$ cat src/rtl/pc_sequencer_if.sv
// pc_sequencer_if: fetch/decode status from the core into the next-PC
// sequencer, and PC-unit control plus trap status back out.
interface pc_sequencer_if #(
  parameter int CNT_W = 8
);
  logic [5:0]       opcode;
  logic             z;
  logic             inst_valid;
  logic             stall;
  logic             supervisor;
  logic             irq;
  logic [2:0]       pcsel;
  logic             pc_en;
  logic             xp_wr;
  logic             irq_ack;
  logic [CNT_W-1:0] illop_cnt;
  logic [1:0]       state_o;

  // core / PC-unit side
  modport master (
    output opcode, z, inst_valid, stall, supervisor, irq,
    input  pcsel, pc_en, xp_wr, irq_ack, illop_cnt, state_o
  );

  // sequencer side
  modport slave (
    input  opcode, z, inst_valid, stall, supervisor, irq,
    output pcsel, pc_en, xp_wr, irq_ack, illop_cnt, state_o
  );
endinterface

$ cat src/rtl/pc_sequencer.sv
// pc_sequencer: next-PC select and load-enable for the RISC core, with trap
// entry sequencing (XP write, irq handshake, fetch bubble) for interrupts and
// illegal opcodes.
//
// state | meaning
// BOOT  | post-reset hold, PC frozen for BOOT_CYCLES edges
// RUN   | normal execution, PC loads on every valid, unstalled cycle
// STALL | memory not ready, PC held; one bubble after stall drops
// TRAP  | one-cycle fetch bubble after XP was written on trap entry
module pc_sequencer #(
  parameter int CNT_W       = 8,
  parameter int BOOT_CYCLES = 2
) (
  input logic           clock,
  input logic           reset_n,
  pc_sequencer_if.slave bus
);

  typedef enum logic [1:0] {
    ST_BOOT  = 2'd0,
    ST_RUN   = 2'd1,
    ST_STALL = 2'd2,
    ST_TRAP  = 2'd3
  } state_t;

  localparam logic [2:0] PC_INC   = 3'd0;
  localparam logic [2:0] PC_BR    = 3'd1;
  localparam logic [2:0] PC_JT    = 3'd2;
  localparam logic [2:0] PC_ILLOP = 3'd3;
  localparam logic [2:0] PC_XADR  = 3'd4;

  localparam logic [3:0]       BOOT_LAST = 4'(BOOT_CYCLES - 1);
  localparam logic [CNT_W-1:0] CNT_MAX   = {CNT_W{1'b1}};

  state_t           state_q;
  state_t           state_d;
  logic [3:0]       boot_cnt_q;
  logic             irq_pend_q;
  logic             irq_ack_q;
  logic [CNT_W-1:0] illop_q;

  logic             legal;
  logic [2:0]       br_sel;
  logic             take_irq;
  logic             take_illop;
  logic [2:0]       pcsel_c;
  logic             pc_en_c;
  logic             xp_wr_c;

  // opcode decode: legality and branch/jump target select
  always_comb begin
    legal  = 1'b0;
    br_sel = PC_INC;
    if (bus.opcode[5]) begin
      legal = 1'b1;
    end else begin
      case (bus.opcode)
        6'h18, 6'h19, 6'h1F: legal = 1'b1;
        6'h1B: begin
          legal  = 1'b1;
          br_sel = PC_JT;
        end
        6'h1C: begin
          legal  = 1'b1;
          br_sel = bus.z ? PC_BR : PC_INC;
        end
        6'h1D: begin
          legal  = 1'b1;
          br_sel = bus.z ? PC_INC : PC_BR;
        end
        default: legal = 1'b0;
      endcase
    end
  end

  // state register
  always_ff @(posedge clock or negedge reset_n) begin
    if (!reset_n) state_q <= ST_BOOT;
    else          state_q <= state_d;
  end

  // next-state logic
  always_comb begin
    state_d = state_q;
    case (state_q)
      ST_BOOT:  if (boot_cnt_q == BOOT_LAST) state_d = ST_RUN;
      ST_RUN: begin
        if (bus.stall)                    state_d = ST_STALL;
        else if (take_irq || take_illop)  state_d = ST_TRAP;
      end
      ST_STALL: if (!bus.stall) state_d = ST_RUN;
      ST_TRAP:  state_d = ST_RUN;
      default:  state_d = ST_BOOT;
    endcase
  end

  // PC-unit controls; irq outranks an illegal opcode so the offender re-executes
  always_comb begin
    pcsel_c    = PC_INC;
    pc_en_c    = 1'b0;
    xp_wr_c    = 1'b0;
    take_irq   = 1'b0;
    take_illop = 1'b0;
    if (state_q == ST_RUN && !bus.stall && bus.inst_valid) begin
      pc_en_c = 1'b1;
      if (irq_pend_q && !bus.supervisor) begin
        take_irq = 1'b1;
        pcsel_c  = PC_XADR;
        xp_wr_c  = 1'b1;
      end else if (!legal) begin
        take_illop = 1'b1;
        pcsel_c    = PC_ILLOP;
        xp_wr_c    = 1'b1;
      end else begin
        pcsel_c = br_sel;
      end
    end
  end

  // boot hold counter, counts edges spent in BOOT up to its terminal value
  always_ff @(posedge clock or negedge reset_n) begin
    if (!reset_n) begin
      boot_cnt_q <= '0;
    end else if (state_q == ST_BOOT && boot_cnt_q != BOOT_LAST) begin
      boot_cnt_q <= boot_cnt_q + 4'd1;
    end
  end

  // pending interrupt latch; taking the interrupt wins over a new request
  always_ff @(posedge clock or negedge reset_n) begin
    if (!reset_n)      irq_pend_q <= 1'b0;
    else if (take_irq) irq_pend_q <= 1'b0;
    else if (bus.irq)  irq_pend_q <= 1'b1;
  end

  // one-cycle acknowledge after the interrupt is taken
  always_ff @(posedge clock or negedge reset_n) begin
    if (!reset_n) irq_ack_q <= 1'b0;
    else          irq_ack_q <= take_irq;
  end

  // saturating illegal-opcode trap counter
  always_ff @(posedge clock or negedge reset_n) begin
    if (!reset_n) begin
      illop_q <= '0;
    end else if (take_illop && illop_q != CNT_MAX) begin
      illop_q <= illop_q + CNT_W'(1);
    end
  end

  assign bus.pcsel     = pcsel_c;
  assign bus.pc_en     = pc_en_c;
  assign bus.xp_wr     = xp_wr_c;
  assign bus.irq_ack   = irq_ack_q;
  assign bus.illop_cnt = illop_q;
  assign bus.state_o   = state_q;

endmodule

$ cat src/flat_wrapper.sv
// flat-port wrapper written by rule: the top's interface ports become plain ports
module pc_sequencer_flat 
#(
  parameter int CNT_W       = 8,
  parameter int BOOT_CYCLES = 2
)
  (clock, reset_n, bus_opcode, bus_z, bus_inst_valid, bus_stall, bus_supervisor, bus_irq, bus_pcsel, bus_pc_en, bus_xp_wr, bus_irq_ack, bus_illop_cnt, bus_state_o);
  pc_sequencer_if #(.CNT_W(CNT_W)) bus_i ();
  input logic clock;
  input logic reset_n;
  input wire logic [$bits(bus_i.opcode)-1:0] bus_opcode;
  input wire logic [$bits(bus_i.z)-1:0] bus_z;
  input wire logic [$bits(bus_i.inst_valid)-1:0] bus_inst_valid;
  input wire logic [$bits(bus_i.stall)-1:0] bus_stall;
  input wire logic [$bits(bus_i.supervisor)-1:0] bus_supervisor;
  input wire logic [$bits(bus_i.irq)-1:0] bus_irq;
  output wire logic [$bits(bus_i.pcsel)-1:0] bus_pcsel;
  output wire logic [$bits(bus_i.pc_en)-1:0] bus_pc_en;
  output wire logic [$bits(bus_i.xp_wr)-1:0] bus_xp_wr;
  output wire logic [$bits(bus_i.irq_ack)-1:0] bus_irq_ack;
  output wire logic [$bits(bus_i.illop_cnt)-1:0] bus_illop_cnt;
  output wire logic [$bits(bus_i.state_o)-1:0] bus_state_o;
  assign bus_i.opcode = bus_opcode;
  assign bus_i.z = bus_z;
  assign bus_i.inst_valid = bus_inst_valid;
  assign bus_i.stall = bus_stall;
  assign bus_i.supervisor = bus_supervisor;
  assign bus_i.irq = bus_irq;
  assign bus_pcsel = bus_i.pcsel;
  assign bus_pc_en = bus_i.pc_en;
  assign bus_xp_wr = bus_i.xp_wr;
  assign bus_irq_ack = bus_i.irq_ack;
  assign bus_illop_cnt = bus_i.illop_cnt;
  assign bus_state_o = bus_i.state_o;
  pc_sequencer #(.CNT_W(CNT_W), .BOOT_CYCLES(BOOT_CYCLES)) u_core (.clock(clock), .reset_n(reset_n), .bus(bus_i));
endmodule
$ cat config.mk
export PLATFORM = sky130hd
export DESIGN_NAME = pc_sequencer_flat
export DESIGN_NICKNAME = d
export VERILOG_FILES = /design/src/rtl/pc_sequencer_if.sv /design/src/rtl/pc_sequencer.sv /design/src/flat_wrapper.sv
export SDC_FILE = /design/constraint.sdc
export NUM_CORES = 1
export LEC_CHECK = 0
export BUFFER_PORTS_ARGS = -buffer_cell sky130_fd_sc_hd__buf_4
export CAP_MARGIN = 20
export CORE_MARGIN = 4
export CORE_UTILIZATION = 48
export CTS_BUF_LIST = sky130_fd_sc_hd__clkbuf_4 sky130_fd_sc_hd__clkbuf_8 sky130_fd_sc_hd__clkbuf_16
export CTS_CLUSTER_SIZE = 30
export DETAILED_ROUTE_END_ITERATION = 8
export PLACE_DENSITY = 0.86
export SLEW_MARGIN = 30
export SYNTH_ARGS = -nofsm -noshare
export SYNTH_HDL_FRONTEND = slang
export SYNTH_SLANG_ARGS = --single-unit
$ cat constraint.sdc
create_clock -name clock -period 1.8 [get_ports clock]
set_input_delay 0.36 -clock clock [delete_from_list [all_inputs] [get_ports clock]]
set_output_delay 0.36 -clock clock [all_outputs]
set_load 0.005 [all_outputs]
# Word level (Yosys, flattened, before mapping)
# Cells that the tools add are included.
op_classes:
  addsub: 2
  eq_ne: 15
  muxes: 24
  n_reduce_logical: 12
ops:
  columns: ["cell", "count"]
  rows:
  - ["$eq 6x5->1 const B", 6]
  - ["$mux 1", 14]
  - ["$mux 3", 4]
  - ["$pmux 3 s3", 1]
  - ["$add 8x1->8 const B", 1]
  - ["$mux 2", 4]
  - ["$ne 8x8->1 const B", 1]
  - ["$pmux 2 s4", 1]
  - ["$reduce_or 6->1", 1]
  - ["$logic_and 1x1->1", 5]
  - ["$add 4x1->4 const B", 1]
  - ["$eq 2x2->1 const B", 2]
  - ["$eq 4x1->1 const B", 1]
  - ["$ne 4x1->1 const B", 1]
  - ["$ne 3x2->1 const B", 1]
  - ["$reduce_and 3->1", 1]
  - ["$eq 2x1->1 const B", 1]
  - ["$logic_not 1->1", 2]
  - ["$logic_not 2->1", 1]
  - ["$ne 2x1->1 const B", 1]
  - ["$ne 2x2->1 const B", 1]
  - ["$reduce_bool 2->1", 1]
  - ["$logic_or 1x1->1", 1]
totals:
  regBits: 16
  inputBits: 13
  output_inout_bits: 16
  word_cells: 58

# Longest topological paths before layout
depth:
  ltp_word: 11
  ltp_mapped: 5
  depth_no_buf: 5

# Least setup slack after synthesis
# OpenSTA, ideal clock, no wires.
synth_timing:
  path_kind: "reg-to-reg"
  startpoint: "register u_core.state_q[1], in the netlist u_core.bus.state_o[1]"
  endpoint: "register u_core.illop_q[7], in the netlist u_core.bus.illop_cnt[7]"
  setup_time_ns: 0.128
  arrival_time_ns: 1.568
  t_required_ns: 1.672
  path_slack_ns: 0.104
  stages_incl_launch_ff: 5
  n_path_buf: 0
  cell_sequence: "dfrtp_1 -> and4bb_4 -> o2111ai_4 -> nor4_2 -> mux2_1"
synth_via:
  elab_chain_len: 5
synth_rtl:
  columns: ["element", "line_no", "text"]
  rows:
  - ["start, declared", "pc_sequencer.sv:35", "state_t state_q;"]
  - ["start signal, assigned", "pc_sequencer.sv:79", "else state_q <= state_d;"]
  - ["$eq 2x1->1", "pc_sequencer.sv:104", "if (state_q == ST_RUN && !bus.stall && bus.inst_valid) begin"]
  - ["$logic_and 1x1->1 (2 in series)", "pc_sequencer.sv:104", null]
  - ["$mux 1", "pc_sequencer.sv:104", null]
  - ["$logic_and 1x1->1", "pc_sequencer.sv:146", "end else if (take_illop && illop_q != CNT_MAX) begin"]
  - ["end signal, assigned", "pc_sequencer.sv:147", "illop_q <= illop_q + CNT_W'(1);"]
  - ["end, declared", "pc_sequencer.sv:40", "logic [CNT_W-1:0] illop_q;"]
# Every way passes these cells.
# A chain may end at the register's enable or synchronous reset.

# Final worst setup path
layout_timing:
  startpoint: "register u_core.state_q[1], in the netlist u_core.bus.state_o[1]"
  endpoint: "output bus_xp_wr"
layout_via:
  elab_chain_len: 4
layout_rtl:
  columns: ["element", "line_no", "text"]
  rows:
  - ["$eq 2x1->1", "pc_sequencer.sv:104", null]
  - ["$logic_and 1x1->1 (2 in series)", "pc_sequencer.sv:104", null]
  - ["$mux 1", "pc_sequencer.sv:104", null]
  - ["end, declared", "flat_wrapper.sv:19", "output wire logic [$bits(bus_i.xp_wr)-1:0] bus_xp_wr;"]
# Every way passes these cells.

==> impl_results.md <==
* Post-synth EDFFs at 0
* Number of global-route vias before repair at 675
* # DRC at 0
* CP top delay family: flip-flops
* Critical path capture point type: output port
* Sequential share of power at 0.447
* Tmin final at 1.749 ns
* WS Path Type: reg2out
* Ys async rst share at 1.000
* Total stage count of the critical path at 3
* Hold Fails Final Rpt at 0
* Worst-path fanout max at 5
* Share of the synthesized area in the top cell type at 0.4727
* Synth Flop Type: dfrtp_1
* Num ports at 29
* Crit path DAT at 1.39 ns
* Crit path launch type: register
* Mapped Area at 847.1 um2
* DIE AREA at 2501 um2
* DRT Wirelength at 1844 um
* Worst-Skew Late Latency at 0.29 ns
* Worst min path class: in2reg
* Post-route cell area at 1165 um2
* DR vias/cell at 5.109
* Antenna-violating nets left at 0
* Worst hold path depth at 2
* Placer Congestion at 0.8229
* RSZ-0062 raised after global routing: true
* Layout cell share with drive strength beyond 1 at 0.3982
* Gate Count Post-Synth at 77
* Die W at 50.01 um
* CTS Root Cell: clkbuf_4
* Final setup viols at 0
* # port buffers at 28
* Largest net degree at the start of global routing at 17
* Post-placement cell count at 131
* Slew @ Worst Pin at 0.3803 ns
* Worst Reg-to-Reg Cells at 6
* Placed cell area at 1102 um2
* Sw frac at 0.3305
* Data required, critical path at 1.44 ns
* Sequential-to-total area share from yosys stat at 0.4727
* Ranking of synthesized cells by area: dfrtp_1 47%, xor2_1 6.2%, ha_1 4.4%, nor2_1 3.5%, nand2_1 3.1%
* DPL Wire Length at 1426 um
* Combinational power share at 0.364
* Ant diodes at 0
* Synthesis Warnings at 0
* Clock transition at path regs at 0.09 ns
* Clock share of power at 0.188
* Syn Nets at 93
* Vias at 700
* Gr ovfl total at 0
* DRT iter0 DRCs at 6
* Row count at 14
* Int Pwr at 0.8511 mW
* Yosys reg bits at 16
* Slowest cell on crit path: dfrtp_1
* Die height at 50.01 um
* Max-cap violations at 0
* PwrDens at 1091 nW/um2
* Initial DRT Pass Iterations at 4
* Crit path cell chain: and4bb_4 > a21boi_1 > buf_4
* Routed length per instance at 13.46 um
* Initial cell density of the core at 0.5314
* Worst Path Buf+Inv at 1
* Highest clock rate at 571.8 MHz
* Clock Skew at 0.005953 ns
* CTS Buf Count at 3
* Initial antenna violation count at 0
* Peak supply drop at 0.0009658 V
* Synth Area per Inst at 11.00 um2
* Area growth syn-to-layout at 37.52%
* Slew Viols, Final at 0
* Max Root-Sink Buffers at 2
* Sink Count at 16
* Status: finished clean
* Leakage at 0.5623 nW
* H-Tree Depth at 1
* Leading area contributor after synthesis: dfrtp_1
* TritonCTS clock tree: built
* Nets at 130
* Fin cells at 137
* Global-route wire length before repair at 2849 um
* Net Sw Power at 0.4201 mW
* Fin crit share at 0.9716
* Slew HR at 0.7451
* Delay of the slowest critical-path stage at 0.41 ns
* Cell variety after synth at 29
* Total GRT Usage at 0.1488
* Core ar. at 1594 um2
-- power by group through the flow --
stage                     combinational (mW)  clock, mW  sequential (mW)
after floorplan                        0.233          0            0.562
after global placement                 0.431          0            0.563
after detailed placement               0.459          0            0.573
after CTS                              0.471      0.239            0.568
after global routing                   0.516      0.252            0.582
final                                  0.463      0.239            0.569
-- synthesized netlist by cell type (all sizes together), types with 2 or more instances --
cell type	n
a21oi	3
dfrtp	16
ha	3
inv	4
mux2	2
mux2i	2
nand2	7
nand3	3
nor2	8
nor2b	2
nor3	3
nor4	2
o21ai	2
xnor2	2
xor2	6
-- through the flow --
| step | total power [mW] | hold slack [ns] | setup TNS, ns | util | setup WS (ns) |
|---|---|---|---|---|---|
| 2_1_floorplan | 0.7958 | 0.06441 | 0 | - | 0.1042 |
| 3_3_place_gp | 0.9941 | 0.2287 | 0 | 0.6915 | 0.09011 |
| 3_5_place_dp | 1.032 | 0.2287 | 0 | 0.6915 | 0.04023 |
| 4_1_cts | 1.278 | 0.2415 | 0 | 0.7253 | 0.02170 |
| 5_1_grt | 1.349 | 0.2478 | -0.009839 | 0.7308 | -0.009839 |
| 6_report | 1.271 | 0.2365 | 0 | 0.7308 | 0.05103 |
-- routing by layer --
| layer | vias to the layer above | wire length, um | track usage |
|---|---|---|---|
| met1 | 338 | 777 | 0.1742 |
| met5 | - | 0 | 0 |
| met4 | 0 | 34 | 0.05991 |
| met3 | 5 | 95 | 0.03012 |
| met2 | 15 | 936 | 0.2609 |
| li1 | 342 | - | - |
-- final cells by class --
cell class	count	area [um2]
timing repair buffer	33	250.2
sequential	16	400.4
tap	24	30.03
inverter	4	15.01
multi-input combinational	56	432.9
fill	121	429.2
clock buffer	4	36.28
-- cells in the final DEF, fill, tap and decap left out, types with 3 or more instances in the layout --
master,Yosys,final
dfrtp_1,16,16
nor2_1,8,8
nand2_1,7,7
xor2_1,6,6
inv_1,4,4
clkbuf_4,0,3
ha_1,3,3
buf_4,1,32
-- worst paths after layout --
path	slack (ns)	start	to
worst max-delay path	0.05	u_core.bus.state_o[1]$_DFFE_PN0P_	bus_xp_wr
worst min-delay path	0.24	bus_stall	u_core.bus.state_o[0]$_DFFE_PN0P_
worst max register to register	0.06	u_core.bus.state_o[1]$_DFFE_PN0P_	u_core.bus.illop_cnt[5]$_DFFE_PN0P_
worst min register to register	0.49	u_core.boot_cnt_q[3]$_DFFE_PN0P_	u_core.boot_cnt_q[3]$_DFFE_PN0P_
max in group asynchronous	1.16	reset_n	u_core.bus.illop_cnt[0]$_DFFE_PN0P_
min in group asynchronous	0.46	reset_n	u_core.boot_cnt_q[1]$_DFFE_PN0P_
-- what timing repair did --
action                                 in CTS  in global routing
setup buffers                               1                  0
pin swaps                                   1                  1
resized for setup                           1                  2
setup endpoints to repair                   2                  3
endpoints found under the hold margin      16                  0
hold buffers                                1                  0
-- cells by family after synthesis --
family,count (synthesis),share of synthesized area
buffers and inverters,5,0.02659
XOR/XNOR,8,0.08272
adder cells (fa/ha/maj),3,0.04432
flip-flops,16,0.4727
multiplexers,4,0.05022
AO/OA/AOI/OAI,10,0.09898
AND/OR/NAND/NOR,31,0.2245
-- registers in the layout (all words and copies together), names as in the netlist --
name	cells
u_core.bus.illop_cnt	8
u_core.bus.irq_ack	1
u_core.bus.state_o	2
u_core.boot_cnt_q	4
u_core.irq_pend_q	1
(Power assumes the default switching activity.)
